$ cat src/rtl/upd1771c_sound_if.sv
// Host-side bus of the uPD1771C: port A data plus the port B nCS/nWR/DSB lines.
// The host drives the inputs through "master"; the sound block uses "slave".
interface upd1771c_sound_if;
  logic [7:0] PA_I;
  logic [7:0] PA_O;
  logic [7:0] PA_OE;
  logic [7:0] PB_I;
  logic [7:0] PB_O;
  logic [7:0] PB_OE;

  modport master (output PA_I, PB_I, input PA_O, PA_OE, PB_O, PB_OE);
  modport slave  (input PA_I, PB_I, output PA_O, PA_OE, PB_O, PB_OE);
endinterface

$ cat src/rtl/upd1771c_sound.sv
// uPD1771C host packet interface (DSB handshake) driving a square-wave tone voice.
// Optional macro UPD1771C_TIMEOUT_EN aborts a stalled packet after TIMEOUT strobes.
module upd1771c_sound #(
  parameter int DIV_STEP = 8,
  parameter int PROC_DLY = 8,
  parameter int TIMEOUT  = 256
) (
  input  logic            CLK,
  input  logic            RES,
  input  logic            CKEN,
  input  logic            CH1,
  input  logic            CH2,
  upd1771c_sound_if.slave bus,
  output logic [7:0]      AOUT
);

  localparam int CW = 16;
  localparam int TW = 9 + $clog2(DIV_STEP + 1);

  typedef enum logic [1:0] {ST_IDLE, ST_BUSY, ST_WAIT} state_t;

  state_t          state_q, state_d;
  logic [1:0]      phase;
  logic            phi2p;
  logic            wr_now, wr_prev, wr_edge;
  logic            latch_byte, exec_pkt;
  logic [CW-1:0]   step_cnt;
  logic [7:0]      cmd_q;
  logic [1:0]      idx_q, last_idx;
  logic            flag_en_q;
  logic [7:0]      per_q;
  logic [4:0]      vol_q;
  logic            enabled, level;
  logic [7:0]      period;
  logic [4:0]      volume;
  logic [TW-1:0]   tone_cnt, half_len;

  assign phi2p   = CKEN && (phase == 2'd1);
  assign wr_now  = ~bus.PB_I[7] & ~bus.PB_I[6];
  assign wr_edge = phi2p & wr_now & ~wr_prev;
  assign last_idx = (cmd_q == 8'h02) ? 2'd3 : 2'd0;

  always_ff @(posedge CLK) begin
    if (RES) begin
      phase   <= 2'd0;
      wr_prev <= 1'b0;
    end else begin
      if (CKEN) phase <= phase + 2'd1;
      if (phi2p) wr_prev <= wr_now;
    end
  end

  always_ff @(posedge CLK) begin
    if (RES) state_q <= ST_IDLE;
    else     state_q <= state_d;
  end

  // Writes landing in BUSY are dropped; a packet executes when its last byte's delay ends.
  always_comb begin
    state_d    = state_q;
    latch_byte = 1'b0;
    exec_pkt   = 1'b0;
    if (phi2p) begin
      case (state_q)
        ST_IDLE: begin
          if (wr_edge) begin
            state_d    = ST_BUSY;
            latch_byte = 1'b1;
          end
        end
        ST_BUSY: begin
          if (step_cnt == CW'(PROC_DLY - 1)) begin
            if (idx_q < last_idx) begin
              state_d = ST_WAIT;
            end else begin
              state_d  = ST_IDLE;
              exec_pkt = 1'b1;
            end
          end
        end
        ST_WAIT: begin
          if (wr_edge) begin
            state_d    = ST_BUSY;
            latch_byte = 1'b1;
          end
`ifdef UPD1771C_TIMEOUT_EN
          else if (step_cnt == CW'(TIMEOUT - 1)) begin
            state_d = ST_IDLE;
          end
`endif
        end
        default: state_d = ST_IDLE;
      endcase
    end
  end

  // Strobe counter restarts on every state change; it times both BUSY and WAIT.
  always_ff @(posedge CLK) begin
    if (RES) begin
      step_cnt <= '0;
    end else if (phi2p) begin
      if (state_d != state_q) step_cnt <= '0;
      else                    step_cnt <= step_cnt + CW'(1);
    end
  end

  always_ff @(posedge CLK) begin
    if (RES) begin
      cmd_q     <= 8'h00;
      idx_q     <= 2'd0;
      flag_en_q <= 1'b0;
      per_q     <= 8'h00;
      vol_q     <= 5'd0;
    end else if (latch_byte) begin
      if (state_q == ST_IDLE) begin
        cmd_q <= bus.PA_I;
        idx_q <= 2'd0;
      end else begin
        idx_q <= idx_q + 2'd1;
        case (idx_q)
          2'd0:    flag_en_q <= bus.PA_I[7];
          2'd1:    per_q     <= bus.PA_I;
          default: vol_q     <= bus.PA_I[4:0];
        endcase
      end
    end
  end

  // 9-bit P+1 keeps P=0xFF from wrapping to a zero-length half period.
  assign half_len = TW'({1'b0, period} + 9'd1) * TW'(DIV_STEP);

  always_ff @(posedge CLK) begin
    if (RES) begin
      enabled  <= 1'b0;
      level    <= 1'b0;
      period   <= 8'h00;
      volume   <= 5'd0;
      tone_cnt <= '0;
    end else if (exec_pkt) begin
      if (cmd_q == 8'h02 && flag_en_q) begin
        period   <= per_q;
        volume   <= vol_q;
        enabled  <= 1'b1;
        level    <= 1'b1;
        tone_cnt <= '0;
      end else if (cmd_q == 8'h02 || cmd_q == 8'h00) begin
        enabled <= 1'b0;
      end
    end else if (phi2p && enabled) begin
      if (tone_cnt == half_len - TW'(1)) begin
        tone_cnt <= '0;
        level    <= ~level;
      end else begin
        tone_cnt <= tone_cnt + TW'(1);
      end
    end
  end

  assign AOUT      = (enabled && level) ? {volume, 3'b000} : 8'h00;
  assign bus.PA_O  = 8'h00;
  assign bus.PA_OE = 8'h00;
  assign bus.PB_O  = {7'b0, state_q == ST_WAIT};
  assign bus.PB_OE = 8'h01;

  logic unused_pins;
`ifdef UPD1771C_TIMEOUT_EN
  assign unused_pins = &{1'b0, CH1, CH2, bus.PB_I[5:0]};
`else
  assign unused_pins = &{1'b0, CH1, CH2, bus.PB_I[5:0], 1'(TIMEOUT)};
`endif

endmodule

$ cat src/flat_wrapper.sv
// flat-port wrapper written by rule: the top's interface ports become plain ports
module upd1771c_sound_flat 
#(
  parameter int DIV_STEP = 8,
  parameter int PROC_DLY = 8,
  parameter int TIMEOUT  = 256
)
  (CLK, RES, CKEN, CH1, CH2, AOUT, bus_PA_I, bus_PB_I, bus_PA_O, bus_PA_OE, bus_PB_O, bus_PB_OE);
  upd1771c_sound_if bus_i ();
  input  logic CLK;
  input  logic RES;
  input  logic CKEN;
  input  logic CH1;
  input  logic CH2;
  output logic [7:0] AOUT;
  input wire logic [$bits(bus_i.PA_I)-1:0] bus_PA_I;
  input wire logic [$bits(bus_i.PB_I)-1:0] bus_PB_I;
  output wire logic [$bits(bus_i.PA_O)-1:0] bus_PA_O;
  output wire logic [$bits(bus_i.PA_OE)-1:0] bus_PA_OE;
  output wire logic [$bits(bus_i.PB_O)-1:0] bus_PB_O;
  output wire logic [$bits(bus_i.PB_OE)-1:0] bus_PB_OE;
  assign bus_i.PA_I = bus_PA_I;
  assign bus_i.PB_I = bus_PB_I;
  assign bus_PA_O = bus_i.PA_O;
  assign bus_PA_OE = bus_i.PA_OE;
  assign bus_PB_O = bus_i.PB_O;
  assign bus_PB_OE = bus_i.PB_OE;
  upd1771c_sound #(.DIV_STEP(DIV_STEP), .PROC_DLY(PROC_DLY), .TIMEOUT(TIMEOUT)) u_core (.CLK(CLK), .RES(RES), .CKEN(CKEN), .CH1(CH1), .CH2(CH2), .bus(bus_i), .AOUT(AOUT));
endmodule
$ cat config.mk
export PLATFORM = sky130hd
export DESIGN_NAME = upd1771c_sound_flat
export DESIGN_NICKNAME = d
export VERILOG_FILES = /design/src/rtl/upd1771c_sound_if.sv /design/src/rtl/upd1771c_sound.sv /design/src/flat_wrapper.sv
export SDC_FILE = /design/constraint.sdc
export NUM_CORES = 1
export LEC_CHECK = 0
export ABC_AREA = 1
export ABC_CLOCK_PERIOD_IN_PS = 2680
export BUFFER_PORTS_ARGS = -buffer_cell sky130_fd_sc_hd__buf_2
export CORE_MARGIN = 3
export CORE_UTILIZATION = 40
export DETAILED_ROUTE_END_ITERATION = 8
export PLACE_DENSITY_LB_ADDON = 0.12
export SLEW_MARGIN = 15
export SYNTH_ARGS = -nofsm -noshare
export SYNTH_HDL_FRONTEND = slang
export SYNTH_SLANG_ARGS = --single-unit
$ cat constraint.sdc
create_clock -name CLK -period 2.68 [get_ports CLK]
set_clock_uncertainty 0.15 [all_clocks]
set_input_delay 0.268 -clock CLK [delete_from_list [all_inputs] [get_ports CLK]]
set_output_delay 0.268 -clock CLK [all_outputs]
set_load 0.02 [all_outputs]
==> key figures, run 1 <==
Clocking
  – Clk_lat worst skew: 0.35 ns
  – CTS root buf: clkbuf_8
  – CTS Hold Bufs: 0
  – Clk buf depth: 2
  – # H-tree levels: 3
  – Clock slew at reported path FFs: roughly 0.080 ns
  – Total CTS buffers: 9
  – CTS tree: yes
  – Clk sink count: 73

Global route
  – First-pass GRT wire length: 16600 microns
  – Total track usage: 0.157
  – Vias in the first global route: 3609
  – Largest net degree at the start of global routing: 33
  – Initial antenna violation count: 0
  – Grt ovf: 0

Setup path
  – Slowest CP cell: nor4_2
  – Worst r2r path cells: 10
  – RR Endpoint: u_core.period[3]
  – Crit end category: register
  – Setup CP Type: register to register
  – Most frequent cell on the critical path: nand2_1
  – Crit-path cells: nor4_2 > nand3_1 > ha_1 > nand2_1 > nand2_1 > nand3_4 > nor2_2 > nand2_4 > o21ai_0 > a21oi_1
  – R2r startpoint: u_core.cmd_q[4]
  – Slowest stage delay, CP: roughly 0.33 ns
  – Startpoint types: register
  – Crit path arrival time: 2.45 ns
  – CP Data Required Time: ~2.8 ns
  – CP max FO: 26
  – R2R setup slack: 0.30 ns

Pwr
  – Leak pwr: 0.00199 uW
  – Clock power frac: 0.458
  – Sequential power share: 0.482
  – Tot Pwr: about 2300 uW
  – Max VDD drop: 0.296 mV
  – Sw Share: 0.235
  – NetSw: about 540 uW
  – Internal power: 1740 uW
  – Combinational share of power: 0.060
  – Pwr/cell area: 475 nW/um^2

Layout
  – Share of layout cells above drive strength 1: 0.190
  – Number of diodes: 0
  – Register Area: ~1500 sq um
  – Filler cell count in the final layout: between 1000 and 1500
  – Nets: 676
  – Utilization after layout: 0.453
  – Area delta synth->final: 7.30%
  – Multi-input gate area: between 2000 and 2500 sq um

Detailed routing
  – DRT Pass-1 Iters: 4
  – ANT nets after route: 0
  – Routed len/inst: 11.7 microns
  – Final WL: 9200 microns
  – Drt drc: 0
  – Iter 0 DRT Violations: roughly 170
  – Vias per Instance: 4.77
  – Vias: 3760

Synth
  – Synth area leader: dfxtp_1
  – Post-synthesis instance area: about 4500 sq um
  – Synth Warn #: 0
  – Syn Area/Cell: 7.13 sq um
  – Yosys cell types: 42
  – Leading cell types by total area after synthesis: dfxtp_1 (33%), nand2_1 (8.6%), inv_1 (6.0%)
  – Post-Synthesis Cells: 628
  – Yosys top cell area share: 0.327
  – Post-synthesis sequential area ratio: 0.327
  – Flops & latches, synth: 73

Timing
  – Worst slew pin tran: 0.641 ns
  – RSZ-0062 raised after global routing: false
  – Tcrit/Tclk final: 0.887
  – F_max: ~420 MHz
  – Slew HR: 0.572
  – Min Clock Period, post-route: 2.38 ns
  – Fin. Hold Viols: 0
  – Hold slack final: ~0.023 ns
  – Setup_tns: 0 ns
  – Final setup violation count: 0
  – Final Max Slew Viols: 0

Die
  – I/O pins: 61
  – Die area: 12500 sq um
  – Num rows: 37
  – DIE HEIGHT: approximately 110 microns
  – Initial Utilization: 0.422
  – Die extent in x: 112 microns
  – Core area: 10600 sq um

Worst hold path
  – Hold wc startpoint: bus_PA_I[6]
  – Hold path cells: 3
  – Hold EP: u_core.cmd_q[6]
  – Min-Delay Path Class: primary input to register

Outcome
  – Status: finished clean

Place
  – Hpwl dp: 7100 microns
  – Port Buffers: 18
  – GP Congestion: roughly 0.83

Run
  – Maxcap violations: 0
==> synthesized netlist by cell type <==
cell,number
o21ai_0,40
nor4_2,2
or2_2,2
conb_1,2
a211oi_1,5
buf_2,4
buf_6,2
nand2_4,6
nand2_1,103
clkbuf_1,4
buf_12,1
nand2_2,25
nor2_2,8
inv_4,2
inv_2,7
xnor2_1,2
xor2_1,10
o21bai_1,2
buf_1,2
buf_4,35
o211ai_1,3
nand3_4,1
nor4_1,3
nand3_1,39
nand4_1,13
ha_1,8
o21ai_1,5
nand3_2,3
a21oi_2,10
nor4_4,1
nor2_4,5
dfxtp_1,73
nand3b_1,2
a21o_1,1
a31oi_1,1
nor3b_1,2
inv_1,72
a2111oi_4,1
nor2_1,67
nor3_2,9
nor3_1,9
a21oi_1,36
==> through the flow <==
step                      cells  setup slack (ns)  cell area (sq um)
after global placement      772             0.163               4550
after floorplan             660             0.545               4600
after global routing        788            0.0484               4800
after CTS                   788             0.114               4790
final                       788             0.303               4800
after detailed placement    772             0.123               4550
==> registers in the layout, indices dropped and copies added, names as in the netlist, 2 cells and up <==
| name | count |
|---|---|
| u_core.volume | 5 |
| u_core.cmd_q | 8 |
| u_core.state_q | 2 |
| u_core.vol_q | 5 |
| u_core.idx_q | 2 |
| u_core.period | 8 |
| u_core.phase | 2 |
| u_core.per_q | 8 |
| u_core.step_cnt | 16 |
| u_core.tone_cnt | 13 |
==> area by class of cell <==
| cell class | instances | area share |
|---|---|---|
| Multi-Input combinational cell | 458 | 0.517 |
| Clock inverter | 7 | 0.0245 |
| Clock buffer | 9 | 0.0258 |
| Tap cell | 136 | 0.0354 |
| Inverter | 81 | 0.0644 |
| Sequential cell | 73 | 0.305 |
| Timing Repair Buffer | 24 | 0.0281 |
==> power groups by stage <==
stage	clock network, uW	logic [uW]	registers [uW]
2_1_floorplan	0	142	1120
3_3_place_gp	0	135	1130
3_5_place_dp	0	136	1130
4_1_cts	1080	136	1100
5_1_grt	1120	153	1100
6_report	1050	136	1100
==> logic make-up after synthesis <==
logic type	after synthesis	share of synthesized area
AO/OA/AOI/OAI	104	0.136
XOR/XNOR	12	0.0235
adder cells (fa/ha/maj)	8	0.0224
buffers and inverters	129	0.147
flip-flops	73	0.327
other	2	0.00168
AND/OR/NAND/NOR	300	0.343
==> placed cells by master, fill, tap and decap left out, types with 3 or more instances in the layout <==
master,netlist,final
nand2_1,103,103
inv_1,72,72
dfxtp_1,73,71
nor2_1,67,67
o21ai_0,40,40
nand3_1,39,39
a21oi_1,36,36
conb_1,2,34
nand2_2,25,24
buf_2,4,18
nand4_1,13,13
xor2_1,10,10
a21oi_2,10,10
nor3_1,9,9
nor3_2,9,9
clkbuf_8,0,9
nor2_2,8,8
ha_1,8,8
nand2_4,6,7
inv_2,7,7
buf_4,35,6
nor2_4,5,5
o21ai_1,5,5
a211oi_1,5,5
nand3_2,3,3
o211ai_1,3,3
nor4_1,3,3
bufinv_16,0,3
==> repair_timing <==
item,in CTS,in global routing
endpoints found under the hold margin,0,0
setup buffers,0,0
endpoints found under the setup margin,0,12
gates resized for setup,0,3
==> worst max-delay path, delay by kind of cell, from the launching register on <==
| family | cells | cell delay [ns] |
|---|---|---|
| compound gates | 2 | 0.27 |
| fa+ha+maj | 1 | 0.31 |
| flops | 1 | 0.32 |
| simple gates | 7 | 1.20 |
==> worst max-delay path by stage <==
stage	slack, ns	to	start
after global placement	0.16	u_core.period[7]	u_core.cmd_q[4]
after CTS	0.11	u_core.period[3]	u_core.cmd_q[4]
after floorplan	0.55	u_core.tone_cnt[5]	u_core.cmd_q[4]
after global routing	0.05	u_core.level	u_core.period[1]
final	0.30	u_core.period[3]	u_core.cmd_q[4]
after detailed placement	0.12	u_core.period[3]	u_core.cmd_q[4]
==> per-layer routing <==
metal,part of all wire,up-vias,track usage,wire length (microns)
met5,0,-,0,0
met4,0.012,0,0.0535,112
met3,0.036,11,0.0293,327
met2,0.45,65,0.251,4150
met1,0.50,1674,0.213,4620
li1,-,2010,-,-
Note: power is estimated with default switching activity, not from simulation.
==> inputs of run 2 (changes only) <==
--- a/config.mk
+++ b/config.mk
@@ -9,7 +9,7 @@
 export ABC_CLOCK_PERIOD_IN_PS = 2680
 export BUFFER_PORTS_ARGS = -buffer_cell sky130_fd_sc_hd__buf_2
 export CORE_MARGIN = 3
-export CORE_UTILIZATION = 40
+export CORE_UTILIZATION = 58
 export DETAILED_ROUTE_END_ITERATION = 8
 export PLACE_DENSITY_LB_ADDON = 0.12
 export SLEW_MARGIN = 15
==> run 2 against run 1 <==
Net effect:
- sequential share of layout area grew 0.38 points
- cell area down 1.4%
- first-iteration DRC count down 3.6%
- highest routed layer unchanged
==> key figures, run 2 (synthesis results as in run 1) <==
Outcome
  – Status: finished clean (unchanged)

Setup path
  – CP Data Required Time: 2.77 ns (was 2.76 ns)
  – Startpoint types: register (unchanged)
  – Crit end category: register (unchanged)
  – CP max FO: 26 (unchanged)
  – Slowest CP cell: nor4_2 (unchanged)
  – Slowest stage delay, CP: 0.37 ns (was 0.33 ns)
  – Setup CP Type: register to register (unchanged)
  – Crit path arrival time: 2.52 ns (was 2.45 ns)
  – Crit-path cells: nor4_2 > nand3_1 > ha_1 > nand2_1 > nand2_1 > nand3_4 > nor2_2 > nand2_4 > o21ai_0 > a21oi_1 (unchanged)
  – Most frequent cell on the critical path: nand2_1 (unchanged)
  – R2R setup slack: 0.24 ns (was 0.30 ns)

Detailed routing
  – Final WL: 8710 microns (was 9200 microns)
  – Iter 0 DRT Violations: 161 (was 167)
  – Vias: 3830 (was 3760)
  – Drt drc: 0 (unchanged)
  – Vias per Instance: 5.09 (was 4.77)
  – ANT nets after route: 0 (unchanged)
  – DRT Pass-1 Iters: 5 (was 4)
  – Routed len/inst: 11.6 microns (was 11.7 microns)

Timing
  – Setup_tns: 0 ns (unchanged)
  – Tcrit/Tclk final: 0.909 (was 0.887)
  – Worst slew pin tran: 0.642 ns (was 0.641 ns)
  – Hold slack final: 0.0162 ns (was 0.0230 ns)
  – Slew HR: 0.572 (about the same)
  – Min Clock Period, post-route: 2.44 ns (was 2.38 ns)
  – Final Max Slew Viols: 0 (unchanged)
  – Final setup violation count: 0 (unchanged)
  – Final setup margin: 0.244 ns (was 0.303 ns)
  – Fin. Hold Viols: 0 (unchanged)
  – F_max: 411 MHz (was 421 MHz)
  – RSZ-0062 raised after global routing: false (unchanged)

Pwr
  – NetSw: 577 uW (was 537 uW)
  – Sw Share: 0.268 (was 0.235)
  – Leak pwr: 0.00198 uW (was 0.00199 uW)
  – Max VDD drop: 0.348 mV (was 0.296 mV)
  – Internal power: 1580 uW (was 1740 uW)
  – Combinational share of power: 0.063 (was 0.060)
  – Pwr/cell area: 455 nW/um^2 (was 475 nW/um^2)
  – Sequential power share: 0.511 (was 0.482)
  – Clock power frac: 0.426 (was 0.458)

Layout
  – Post-route cell area: 4730 sq um (was 4800 sq um)
  – Most frequent cells in the layout: nand2_1 (103), dfxtp_1 (73), inv_1 (72) (was nand2_1 (103), inv_1 (72), dfxtp_1 (71))
  – Nets: 677 (was 676)
  – Share of layout cells above drive strength 1: 0.188 (was 0.190)
  – Commonest non-fill, non-tap cell in the layout: nand2_1 (unchanged)
  – Multi-input gate area: 2480 sq um (about the same)
  – Max FFs per register: 16 (unchanged)
  – Largest regs: u_core.step_cnt x16, u_core.tone_cnt x13 (unchanged)
  – Largest register by flop count: u_core.step_cnt (unchanged)
  – Filler cell count in the final layout: 665 (was 1119)
  – Area delta synth->final: 5.79% (was 7.30%)
  – Utilization after layout: 0.642 (was 0.453)
  – Register Area: 1460 sq um (about the same)
  – Number of diodes: 0 (unchanged)

Die
  – Die extent in x: 93.8 microns (was 112 microns)
  – DIE HEIGHT: 93.8 microns (was 112 microns)
  – Num rows: 31 (was 37)
  – I/O pins: 61 (unchanged)
  – Initial Utilization: 0.607 (was 0.422)
  – Die area: 8810 sq um (was 12500 sq um)
  – Core area: 7370 sq um (was 10600 sq um)

Clocking
  – Clock slew at reported path FFs: 0.09 ns (was 0.08 ns)
  – CTS root buf: clkbuf_8 (unchanged)
  – Clk sink count: 73 (unchanged)
  – Post-CTS Setup Bufs: 0 (unchanged)
  – Clk_lat worst skew: 0.35 ns (about the same)
  – CTS tree: yes (unchanged)
  – Clk buf depth: 2 (unchanged)
  – Total CTS buffers: 9 (unchanged)
  – # H-tree levels: 3 (unchanged)

Global route
  – Largest net degree at the start of global routing: 38 (was 33)
  – Total track usage: 0.215 (was 0.157)
  – Initial antenna violation count: 0 (unchanged)
  – First-pass GRT wire length: 15500 microns (was 16600 microns)
  – Vias in the first global route: 3489 (was 3609)
  – Grt ovf: 0 (unchanged)

Place
  – Setup Slack @ Placement: 0.131 ns (was 0.123 ns)
  – Hpwl dp: 6620 microns (was 7100 microns)
  – Port Buffers: 18 (unchanged)
  – GP Congestion: 0.861 (was 0.826)
  – Placed inst area: 4510 sq um (was 4550 sq um)

Run
  – Maxcap violations: 0 (unchanged)

Worst hold path
  – Min-Delay Path Class: primary input to register (unchanged)
## run 2: cell count changes in the layout (fill, tap and decap cells not counted), sizes merged
cell | previous run | this run
inv | 82 | 85
bufinv | 3 | 1
clkinv | 3 | 1
clkinvlp | 0 | 1
dlygate4sd3 | 0 | 1
## run 2: worst paths after layout
| path | from | end | cells after the start |
|---|---|---|---|
| max | u_core.cmd_q[4] | u_core.period[1] | 10 |
| min | CKEN | u_core.phase[1] | 2 |
| max reg2reg | u_core.cmd_q[4] | u_core.period[1] | 10 |
| min reg2reg | u_core.volume[0] | u_core.volume[0] | 2 |
## run 2: critical path: cells and delay by family (launching register included)
kind	cells	cell delay [ns]
and+or+nand+nor	7	1.25
adders and majority gates	1	0.31
DFF	1	0.33
AOI/OAI and AO/OA	2	0.28
## run 2: layout make-up
cell class	count	area share
Timing Repair Buffer	25	0.0307
Tap cell	99	0.0262
Clock buffer	9	0.0262
Clock inverter	7	0.0182
Sequential cell	73	0.309
Multi-Input combinational cell	458	0.525
Inverter	81	0.0653
## run 2: through the flow
stage / total power (uW) / instances
after floorplan: 1270 / 660
after global placement: 1260 / 735
after detailed placement: 1260 / 735
after CTS: 2170 / 752
after global routing: 2240 / 752
final: 2150 / 752
## run 2: per-layer routing
layer  track usage  wire length, microns  vias up
met5             0                     0        -
met4        0.0674                   147        0
met3        0.0441                   317       15
met2         0.354                  4040       75
met1         0.282                  4200     1733
li1              -                     -     2007
## run 2: what timing repair did
action                                  CTS  global route
endpoints found under the hold margin     1             0
hold buffers                              1             0
endpoints found under the setup margin    0            14
gates resized for setup                   0             2
## run 2: power by group through the flow
stage	logic [uW]	clock network [uW]	registers (uW)
2_1_floorplan	142	0	1120
3_3_place_gp	130	0	1130
3_5_place_dp	133	0	1130
4_1_cts	134	939	1100
5_1_grt	152	986	1100
6_report	135	917	1100
==> inputs of run 3 (changes only) <==
--- a/config.mk
+++ b/config.mk
@@ -9,7 +9,7 @@
 export ABC_CLOCK_PERIOD_IN_PS = 2680
 export BUFFER_PORTS_ARGS = -buffer_cell sky130_fd_sc_hd__buf_2
 export CORE_MARGIN = 3
-export CORE_UTILIZATION = 58
+export CORE_UTILIZATION = 45
 export DETAILED_ROUTE_END_ITERATION = 8
 export PLACE_DENSITY_LB_ADDON = 0.12
 export SLEW_MARGIN = 15
==> run 3 against run 2 <==
Net effect:
- sequential share of layout area decreased by 0.061 points
- critical path depth unchanged
- hold slack improved by 0.0072 ns
- core utilization decreased by 14 points
==> key figures, run 3 (synthesis results as in run 1) <==
Clocking
  – # H-tree levels: 3 (unchanged)
  – Clk sink count: 73 (unchanged)
  – CTS tree: yes (unchanged)
  – CTS root buf: clkbuf_8 (unchanged)
  – Clock slew at reported path FFs: 0.08 ns (was 0.09 ns)
  – CTS Hold Bufs: 0 (was 1)
  – Clk buf depth: 2 (unchanged)
  – Total CTS buffers: 9 (unchanged)
  – Post-CTS Setup Bufs: 0 (unchanged)
  – Clk_lat worst skew: 0.34 ns (was 0.35 ns)
  – Post_cts resized: 0 (unchanged)

Timing
  – Setup_tns: 0 ns (unchanged)
  – Final setup violation count: 0 (unchanged)
  – Slew HR: 0.554 (was 0.572)
  – RSZ-0062 raised after global routing: false (unchanged)
  – Tcrit/Tclk final: 0.880 (was 0.909)
  – Min Clock Period, post-route: 2.36 ns (was 2.44 ns)
  – Worst slew pin tran: 0.669 ns (was 0.642 ns)
  – F_max: 424 MHz (was 411 MHz)
  – Final Max Slew Viols: 0 (unchanged)
  – Fin. Hold Viols: 0 (unchanged)

Die
  – Num rows: 35 (was 31)
  – Die area: 11200 sq um (was 8810 sq um)
  – DIE HEIGHT: 106 microns (was 93.8 microns)
  – I/O pins: 61 (unchanged)
  – Core area: 9460 sq um (was 7370 sq um)
  – Die extent in x: 106 microns (was 93.8 microns)
  – Initial Utilization: 0.473 (was 0.607)

Setup path
  – CP max FO: 26 (unchanged)
  – Crit end category: register (unchanged)
  – Startpoint types: register (unchanged)
  – Crit path arrival time: 2.44 ns (was 2.52 ns)
  – Worst r2r path cells: 10 (unchanged)
  – CP Data Required Time: 2.76 ns (was 2.77 ns)
  – Setup CP Type: register to register (unchanged)

Detailed routing
  – Vias per Instance: 4.83 (was 5.09)
  – Routed len/inst: 11.6 microns (about the same)
  – Final WL: 9080 microns (was 8710 microns)
  – Drt drc: 0 (unchanged)
  – Iter 0 DRT Violations: 108 (was 161)
  – DRT Pass-1 Iters: 4 (was 5)
  – Vias: 3770 (was 3830)
  – ANT nets after route: 0 (unchanged)

Global route
  – Largest net degree at the start of global routing: 38 (unchanged)
  – Grt ovf: 0 (unchanged)
  – Initial antenna violation count: 0 (unchanged)
  – Total track usage: 0.170 (was 0.215)
  – GR Util met2: 0.284 (was 0.354)
  – Met1 GRT Util: 0.225 (was 0.282)
  – Vias in the first global route: 3538 (was 3489)
  – Top Usage Layer GRT: met2 (unchanged)
  – GRT met3 Usage: 0.0294 (was 0.0441)
  – First-pass GRT wire length: 15900 microns (was 15500 microns)

Pwr
  – Pwr/cell area: 441 nW/um^2 (was 455 nW/um^2)
  – Max VDD drop: 0.342 mV (was 0.348 mV)
  – Leak pwr: 0.00197 uW (was 0.00198 uW)

Place
  – Hpwl dp: 6890 microns (was 6620 microns)
  – Placed instance count: 764 (was 735)
  – Port Buffers: 18 (unchanged)
  – GP Congestion: 0.841 (was 0.861)

Layout
  – Commonest non-fill, non-tap cell in the layout: nand2_1 (unchanged)
  – Largest regs: u_core.step_cnt x16, u_core.tone_cnt x13 (unchanged)
  – Nets: 675 (was 677)
  – Max FFs per register: 16 (unchanged)
  – Most frequent cells in the layout: nand2_1 (103), inv_1 (72), dfxtp_1 (71) (was nand2_1 (103), dfxtp_1 (73), inv_1 (72))
  – Area delta synth->final: 6.18% (was 5.79%)
  – Number of diodes: 0 (unchanged)
  – Largest register by flop count: u_core.step_cnt (unchanged)
  – Fin cells: 780 (was 752)
  – Filler cell count in the final layout: 987 (was 665)
  – Share of layout cells above drive strength 1: 0.189 (was 0.188)

Worst hold path
  – Min-Delay Path Class: primary input to register (unchanged)
  – Hold path cells: 3 (was 2)

Outcome
  – Status: finished clean (unchanged)

Run
  – Maxcap violations: 0 (unchanged)
## run 3: cell count changes in the layout (fill, tap and decap cells not counted), sizes merged
cell         before  now
bufinv            1    0
buf              24   23
dlygate4sd3       1    0
clkbuf            9   12
inv              85   83
## run 3: power by group
| part | switching, uW | leakage, uW | internal (uW) | total (uW) |
|---|---|---|---|---|
| sequential | 7.52 | 0.000590 | 1090 | 1100 |
| clock | 437 | 0.0000996 | 421 | 858 |
| combinational | 104 | 0.00128 | 31.2 | 135 |
## run 3: stage by stage
step | hold WS [ns] | power (uW) | setup slack [ns] | cell area [sq um] | utilization
2_1_floorplan | 0.196 | 1270 | 0.545 | 4600 | -
3_3_place_gp | 0.291 | 1260 | 0.149 | 4540 | 0.480
3_5_place_dp | 0.297 | 1260 | 0.114 | 4540 | 0.480
4_1_cts | 0.00270 | 2130 | 0.0915 | 4740 | 0.501
5_1_grt | 0.0176 | 2190 | 0.0594 | 4750 | 0.502
6_report | 0.0234 | 2090 | 0.321 | 4750 | 0.502
## run 3: final timing paths
kind               startpoint          endpoint  slack [ns]
max           u_core.cmd_q[4]  u_core.volume[4]        0.32
min               bus_PA_I[5]   u_core.cmd_q[5]        0.02
max reg2reg   u_core.cmd_q[4]  u_core.volume[4]        0.32
min reg2reg  u_core.volume[0]  u_core.volume[0]        0.31
## run 3: layout make-up
| type | instances | area [sq um] | share of cell area |
|---|---|---|---|
| Clock buffer | 12 | 165 | 0.0348 |
| Clock inverter | 4 | 33.8 | 0.00711 |
| Inverter | 81 | 309 | 0.0650 |
| Multi-Input combinational cell | 458 | 2490 | 0.524 |
| Sequential cell | 73 | 1460 | 0.308 |
| Tap cell | 129 | 161 | 0.0340 |
| Timing Repair Buffer | 23 | 128 | 0.0269 |
## run 3: per-layer routing
metal / vias up / wire, microns / share of wire
met3: 5 / 326 / 0.036
met1: 1697 / 4520 / 0.50
met2: 66 / 4180 / 0.46
met5: - / 0 / 0
li1: 2002 / - / -
met4: 0 / 52 / 0.0057
## run 3: critical path: stages (launching register included)
cell     delay (ns)
dfxtp_1        0.34
nor4_4         0.32
nand3_1        0.17
ha_1           0.31
nand2_1        0.06
nand2_1        0.12
nand3_4        0.16
nor2_2         0.16
nand2_4        0.17
o21ai_0        0.21
a21oi_1        0.06
